File: src/rtl/sequence_generator.sv
// Serial pattern source: emits a captured pattern MSB-first, one update strobe per bit.
// First update one cycle after start; start ignored while busy, abort cancels at next edge.
module sequence_generator #(
    parameter int PATTERN_WIDTH = 8,
    parameter int LEN_W         = 4,
    parameter int GAP_CYCLES    = 0
) (
    input  logic                     clk,
    input  logic                     reset,
    input  logic                     start,
    input  logic                     abort,
    input  logic [PATTERN_WIDTH-1:0] pattern,
    input  logic [LEN_W-1:0]         length,
    output logic                     update,
    output logic                     value,
    output logic                     busy,
    output logic                     done
);

    localparam int IW = (PATTERN_WIDTH > 1) ? $clog2(PATTERN_WIDTH) : 1;
    localparam int GW = (GAP_CYCLES > 1) ? $clog2(GAP_CYCLES + 1) : 1;
    localparam logic [GW-1:0]    GAP_LOAD = GW'(GAP_CYCLES);
    localparam logic [LEN_W-1:0] LEN_MAX  = LEN_W'(PATTERN_WIDTH);

    typedef enum logic [1:0] {IDLE, EMIT, GAP} state_t;

    state_t                   state, state_d;
    logic [PATTERN_WIDTH-1:0] pat_q, pat_d;
    logic [IW-1:0]            idx, idx_d;
    logic [GW-1:0]            gap_cnt, gap_d;
    logic                     update_d, value_d, busy_d, done_d;

    logic                     len_ok;
    logic [LEN_W-1:0]         len_m1;
    logic [IW-1:0]            idx_first;
    logic [IW-1:0]            idx_nxt;

    assign len_ok    = (length != '0) && (length <= LEN_MAX);
    assign len_m1    = length - LEN_W'(1);
    assign idx_first = len_m1[IW-1:0];
    assign idx_nxt   = idx - IW'(1);

    always_ff @(posedge clk) begin
        if (reset) begin
            state   <= IDLE;
            pat_q   <= '0;
            idx     <= '0;
            gap_cnt <= '0;
            update  <= 1'b0;
            value   <= 1'b0;
            busy    <= 1'b0;
            done    <= 1'b0;
        end else begin
            state   <= state_d;
            pat_q   <= pat_d;
            idx     <= idx_d;
            gap_cnt <= gap_d;
            update  <= update_d;
            value   <= value_d;
            busy    <= busy_d;
            done    <= done_d;
        end
    end

    always_comb begin
        state_d  = state;
        pat_d    = pat_q;
        idx_d    = idx;
        gap_d    = gap_cnt;
        update_d = 1'b0;
        value_d  = 1'b0;
        busy_d   = busy;
        done_d   = 1'b0;
        unique case (state)
            IDLE: begin
                busy_d = 1'b0;
                // abort in the same cycle as start suppresses the launch
                if (start && !abort && len_ok) begin
                    pat_d    = pattern;
                    idx_d    = idx_first;
                    update_d = 1'b1;
                    value_d  = pattern[idx_first];
                    busy_d   = 1'b1;
                    state_d  = EMIT;
                end
            end
            EMIT: begin
                if (abort) begin
                    busy_d  = 1'b0;
                    state_d = IDLE;
                end else if (idx == '0) begin
                    busy_d  = 1'b0;
                    done_d  = 1'b1;
                    state_d = IDLE;
                end else if (GAP_CYCLES == 0) begin
                    idx_d    = idx_nxt;
                    update_d = 1'b1;
                    value_d  = pat_q[idx_nxt];
                end else begin
                    gap_d   = GAP_LOAD;
                    state_d = GAP;
                end
            end
            GAP: begin
                if (abort) begin
                    busy_d  = 1'b0;
                    state_d = IDLE;
                end else if (gap_cnt <= GW'(1)) begin
                    idx_d    = idx_nxt;
                    update_d = 1'b1;
                    value_d  = pat_q[idx_nxt];
                    gap_d    = '0;
                    state_d  = EMIT;
                end else begin
                    gap_d = gap_cnt - GW'(1);
                end
            end
            default: begin
                busy_d  = 1'b0;
                state_d = IDLE;
            end
        endcase
    end

endmodule

File: config.mk
export PLATFORM = sky130hd
export DESIGN_NAME = sequence_generator
export DESIGN_NICKNAME = d
export VERILOG_FILES = /design/src/rtl/sequence_generator.sv
export SDC_FILE = /design/constraint.sdc
export NUM_CORES = 1
export LEC_CHECK = 0
export BUFFER_PORTS_ARGS = -buffer_cell sky130_fd_sc_hd__buf_2
export CAP_MARGIN = 15
export CORE_ASPECT_RATIO = 0.9
export CORE_MARGIN = 5
export CORE_UTILIZATION = 49
export DETAILED_ROUTE_END_ITERATION = 16
export GPL_ROUTABILITY_DRIVEN = 0
export PLACE_DENSITY = 0.74
export SYNTH_ARGS = -nofsm -noshare
export SYNTH_HDL_FRONTEND = slang
export SYNTH_SLANG_ARGS = --single-unit
File: constraint.sdc
create_clock -name clk -period 2 [get_ports clk]
set_clock_uncertainty 0.15 [all_clocks]
set_input_delay 0.1 -clock clk [delete_from_list [all_inputs] [get_ports clk]]
set_output_delay 0.1 -clock clk [all_outputs]
set_load 0.02 [all_outputs]
# Word-level counts from Yosys, hierarchy flattened
# Index checks and enable logic that the tools add are counted.
[totals]
wordCells = 75
out_inout_bits = 4
regBits = 18
in_bits = 16
[op_classes]
n_mux = 34
n_eq_ne = 10
n_reduce_logical = 14
addsub = 3
n_lt_le_gt_ge = 4
bitwise_logic = 2
[ops]
columns = ["operator", "count"]
rows = [
  ["1-bit two-way mux", 17],
  ["3-bit two-way mux", 5],
  ["2-bit inequality test (second input constant)", 6],
  ["2-bit two-way mux", 5],
  ["1-bit one-hot mux with 3 select lines", 3],
  ["3-bit one-hot mux with 3 select lines", 1],
  ["3-bit by 4-bit < comparator with 1-bit output (second input constant)", 2],
  ["1-bit binary-select mux with 3-bit select", 2],
  ["3-bit inequality test (second input constant)", 2],
  ["2-bit one-hot mux with 3 select lines", 1],
  ["2-bit AND reduction", 3],
  ["6-bit AND reduction", 1],
  ["3-bit by 1-bit subtractor with 3-bit output (second input constant)", 2],
  ["4-bit <= comparator (second input constant)", 1],
  ["4-bit nonzero test", 1],
  ["1-bit logical AND", 3],
  ["3-bit zero test", 1],
  ["3-bit AND reduction", 1],
  ["3-bit nonzero test", 1],
  ["3-bit OR reduction", 1],
  ["2-bit by 1-bit == test with 1-bit output (second input constant)", 1],
  ["2-bit == test (second input constant)", 1],
  ["2-bit zero test", 1],
  ["1-bit NOT", 2],
  ["other kinds (3)", 3],
]

# Depth between registers and ports, before layout
[depth]
word_depth = 6
mapped_depth = 8
depth_no_buf = 7

# Worst setup path before layout
# No wires, ideal clock.
[synth_timing]
kind = "register to register"
start = "register idx[0]"
end = "register value"
arrival_time_ns = 1.517
stages_incl_launch_ff = 6
n_path_buf = 0
slack_ns = 0.202
setup_ns = 0.131
synth_period_minus_slack_ns = 1.798
required_ns = 1.719
cell_sequence = "dfxtp_1 > inv_1 > ha_1 > mux4_2 > mux2i_1 > o32ai_2"
[synth_between]
elab_chain_cells = 6
elab_cells_between_ends = 9
cone_classes = "1 x add/sub; 7 x mux; 1 x reduce/logical"
[synth_lines]
columns = ["element", "line_no", "source"]
rows = [
  ["start: declaration", "29", "logic [IW-1:0] idx, idx_d;"],
  ["start signal: assignment", "56", "idx <= idx_d;"],
  ["3-bit by 1-bit subtractor with 3-bit output", "41", "assign idx_nxt = idx - IW'(1);"],
  ["1-bit binary-select mux with 3-bit select", "98, 111", ""],
  ["1-bit two-way mux (implied by the code)", "98, 111", ""],
  ["1-bit two-way mux, on equally long branches", "108, 91", ""],
  ["1-bit two-way mux, on equally long branches", "105, 88", ""],
  ["1-bit one-hot mux with 3 select lines (*)", "74", "unique case (state)"],
  ["end signal: assignment", "59", "value <= value_d;"],
  ["end: declaration", "15", "output logic value,"],
]
# Mark *: on every way between the ends. The rest lies on a longest branch, timed or not. The select of a mux whose other input is x is not followed.
# A chain may end at the register's enable or synchronous reset.

# Final worst setup path
# Same ends and word-level chain as after synthesis.

==> key figures <==
Global routing
  – Grt met1 use: 0.155
  – First-pass GRT wire length: 2.77 mm
  – Gr ovfl total: 0
  – Vias in the first global route: just over 600
  – Busiest grt layer: met2
  – Met3 Use GR: 0.0572
  – Grt met2 use: 0.243
  – Aggregate global-route resource usage: 0.142
  – Largest net degree at the start of global routing: 18
  – Initial antenna violation count: 0

Yosys
  – Synth unique cells: 25
  – Area share of the largest cell type after synthesis: 0.366
  – Yosys warning count: 0
  – Most frequent cell after synthesis: dfxtp_1
  – Top cells by area, synth: dfxtp_1 (37%), mux2i_1 (16%), mux4_2 (10%)
  – Syn avg cell area: around 11 um^2
  – Syn_nets: 96
  – Synth Register Bits: 16
  – Post-synth EDFFs: 0
  – Ys flop type: dfxtp_1
  – Synth Instances: 77
  – Post-Syn Area: ~870 um^2
  – FFs w/ async S/R, synth: 0
  – Post-synth top cells: dfxtp_1 (16), mux2i_1 (14), nor2_1 (13)
  – Leading area contributor after synthesis: dfxtp_1
  – Post-synthesis sequential area ratio: 0.366

Timing
  – Max_slew headroom: 0.794
  – Final count of pins violating max slew: 0
  – Final setup margin: 119 ps
  – Final period demand of the worst path: 1880 ps
  – FMAX: 0.531 GHz
  – Least-Margin Pin Slew: ~310 ps
  – Final hold vios: 0
  – Tcrit/Tclk final: 0.941
  – Final setup viols: 0

Pwr
  – Switching power: between 0.15 and 0.2 mW
  – Pwr Total: 0.640 mW
  – Max VDD drop: 0.390 mV
  – Switching fraction of total power: 0.260
  – Comb pwr share: 0.212
  – Flop pwr share: 0.529
  – Static Leakage: 0.495 nW
  – Clk pwr share: 0.259
  – Pwr/cell area: 586 nW/um^2
  – Internal power: 0.474 mW

Drt
  – Total number of vias: 649
  – Drt initial violations: 13
  – TritonRoute pass-1 iters: 4
  – Total Routed Length: 1.73 mm
  – Wire per inst: between 10 and 15 um
  – Antenna Nets Post-Route: 0
  – DRC Markers: 0
  – Vias/cell: 5.03

Finish
  – Area occupied by multi-input gates: 517 um^2
  – Fillers: 144
  – N_diodes: 0
  – # nets final: approximately 130
  – P&R area growth vs syn: 24.9%
  – Storage cell area: 322 um^2
  – Layout cell share with drive strength beyond 1: 0.362

Floorplan
  – Row cnt: 14
  – Die ar.: 2730 um^2
  – IO Count: 20
  – Initial Utilization: 0.520
  – Core Area: 1680 um^2
  – Die width: approximately 55 um
  – Die height: 50.1 um

Clock network
  – Clock Tree Buf Depth: 2
  – Root Buffer: clkbuf_4
  – H-tree level count: 1
  – Worst-path clk slew: approximately 80 ps
  – CTS buffer count: 3
  – CTS tree: done
  – Clk sinks: 16
  – Worst-skew pair later-pin latency: between 200 and 300 ps

Place
  – Port Buf Inserts: 19
  – HPWL after DPL: 1.27 mm
  – Dpl ws: 40.8 ps

Worst setup path
  – CP Launch Type: flop
  – Worst setup path class: reg -> reg
  – Setup crit end kind: flop
  – Reg-to-reg slack, setup: 120 ps
  – Critical path fanouts, max: 5
  – Required time worst endpoint: slightly above 2000 ps
  – Crit path arrival time: 1900 ps

Status
  – Status: finished clean

Min path
  – Hold Path Class: in -> reg

Flow run
  – Max_cap viols: 0
cells in the final DEF (no fill, tap or decap), drive strengths merged:
master,count
a21oi,3
ha,3
nor4b,1
clkbuf,3
mux2i,14
dfxtp,16
a31oi,1
xnor2,3
and3,1
nand2b,2
dlygate4sd3,8
buf,20
mux2,1
nand3,1
inv,5
nor2,14
nand2,2
nor2b,1
o21ai,1
mux4,4
o32ai,1
cells by family (layout without fill, tap and decap cells):
kind of cell | count (synthesis) | count (layout) | share of synthesized area
XOR/XNOR | 3 | 3 | 0.0515
multiplexers | 19 | 19 | 0.280
flip-flops | 16 | 16 | 0.366
AND/OR/NAND/NOR | 22 | 22 | 0.133
buffers and inverters | 8 | 36 | 0.0429
adder cells (fa/ha/maj) | 3 | 3 | 0.0429
AO/OA/AOI/OAI | 6 | 6 | 0.0830
layout make-up:
cell class / count / area share
clock buffer: 3 / 0.0206
inverter: 5 / 0.0172
multi-input combinational: 53 / 0.473
sequential: 16 / 0.294
tap: 24 / 0.0275
timing repair buffer: 28 / 0.167
flip-flops by register name, summed over array words and instances, names as in the netlist:
signal and flops:
update 1, busy 1, value 1, idx 3, done 1, state 1, pat_q 8
layer usage:
metal,part of all wire,vias up
met1,0.40,307
met4,0.013,0
met5,0,-
met3,0.055,5
li1,-,323
met2,0.53,14
power by group through the flow:
stage                     Combinational, mW  Clock (mW)  Sequential (mW)
final                                 0.136       0.166            0.338
after global placement                0.120           0            0.346
after floorplan                      0.0870           0            0.346
after detailed placement              0.124           0            0.346
after global routing                  0.148       0.186            0.340
after CTS                             0.136       0.173            0.338
worst paths after layout:
check / from / endpoint / cells after the start
max: idx[0]$_SDFFE_PP0P_ / value$_SDFF_PP0_ / 5
min reg2reg: busy$_SDFFE_PP0P_ / busy$_SDFFE_PP0P_ / 2
min: abort / done$_SDFF_PP0_ / 3
max reg2reg: idx[0]$_SDFFE_PP0P_ / value$_SDFF_PP0_ / 5
critical path: stages, from the launching register on:
cell	delay [ps]
dfxtp_2	390
inv_1	70
ha_1	360
mux4_2	520
mux2i_1	170
o32ai_2	100
repair_timing:
item / CTS / global route
buffers inserted: 0 / 0
setup endpoints to repair: 0 / 1
resized for setup: 0 / 1
hold buffers: 8 / 0
endpoints found under the hold margin: 8 / 0
stage by stage:
| step | instance area [um^2] | instances | TNS, ps | hold slack (ps) | util |
|---|---|---|---|---|---|
| after floorplan | 875 | 77 | 0 | 93.9 | - |
| after global placement | 988 | 118 | 0 | 192 | 0.588 |
| after detailed placement | 988 | 118 | 0 | 209 | 0.588 |
| after CTS | 1090 | 129 | 0 | 3.41 | 0.649 |
| after global routing | 1090 | 129 | -11.4 | 13.3 | 0.650 |
| final | 1090 | 129 | 0 | 7.23 | 0.650 |
(Power assumes the default switching activity.)
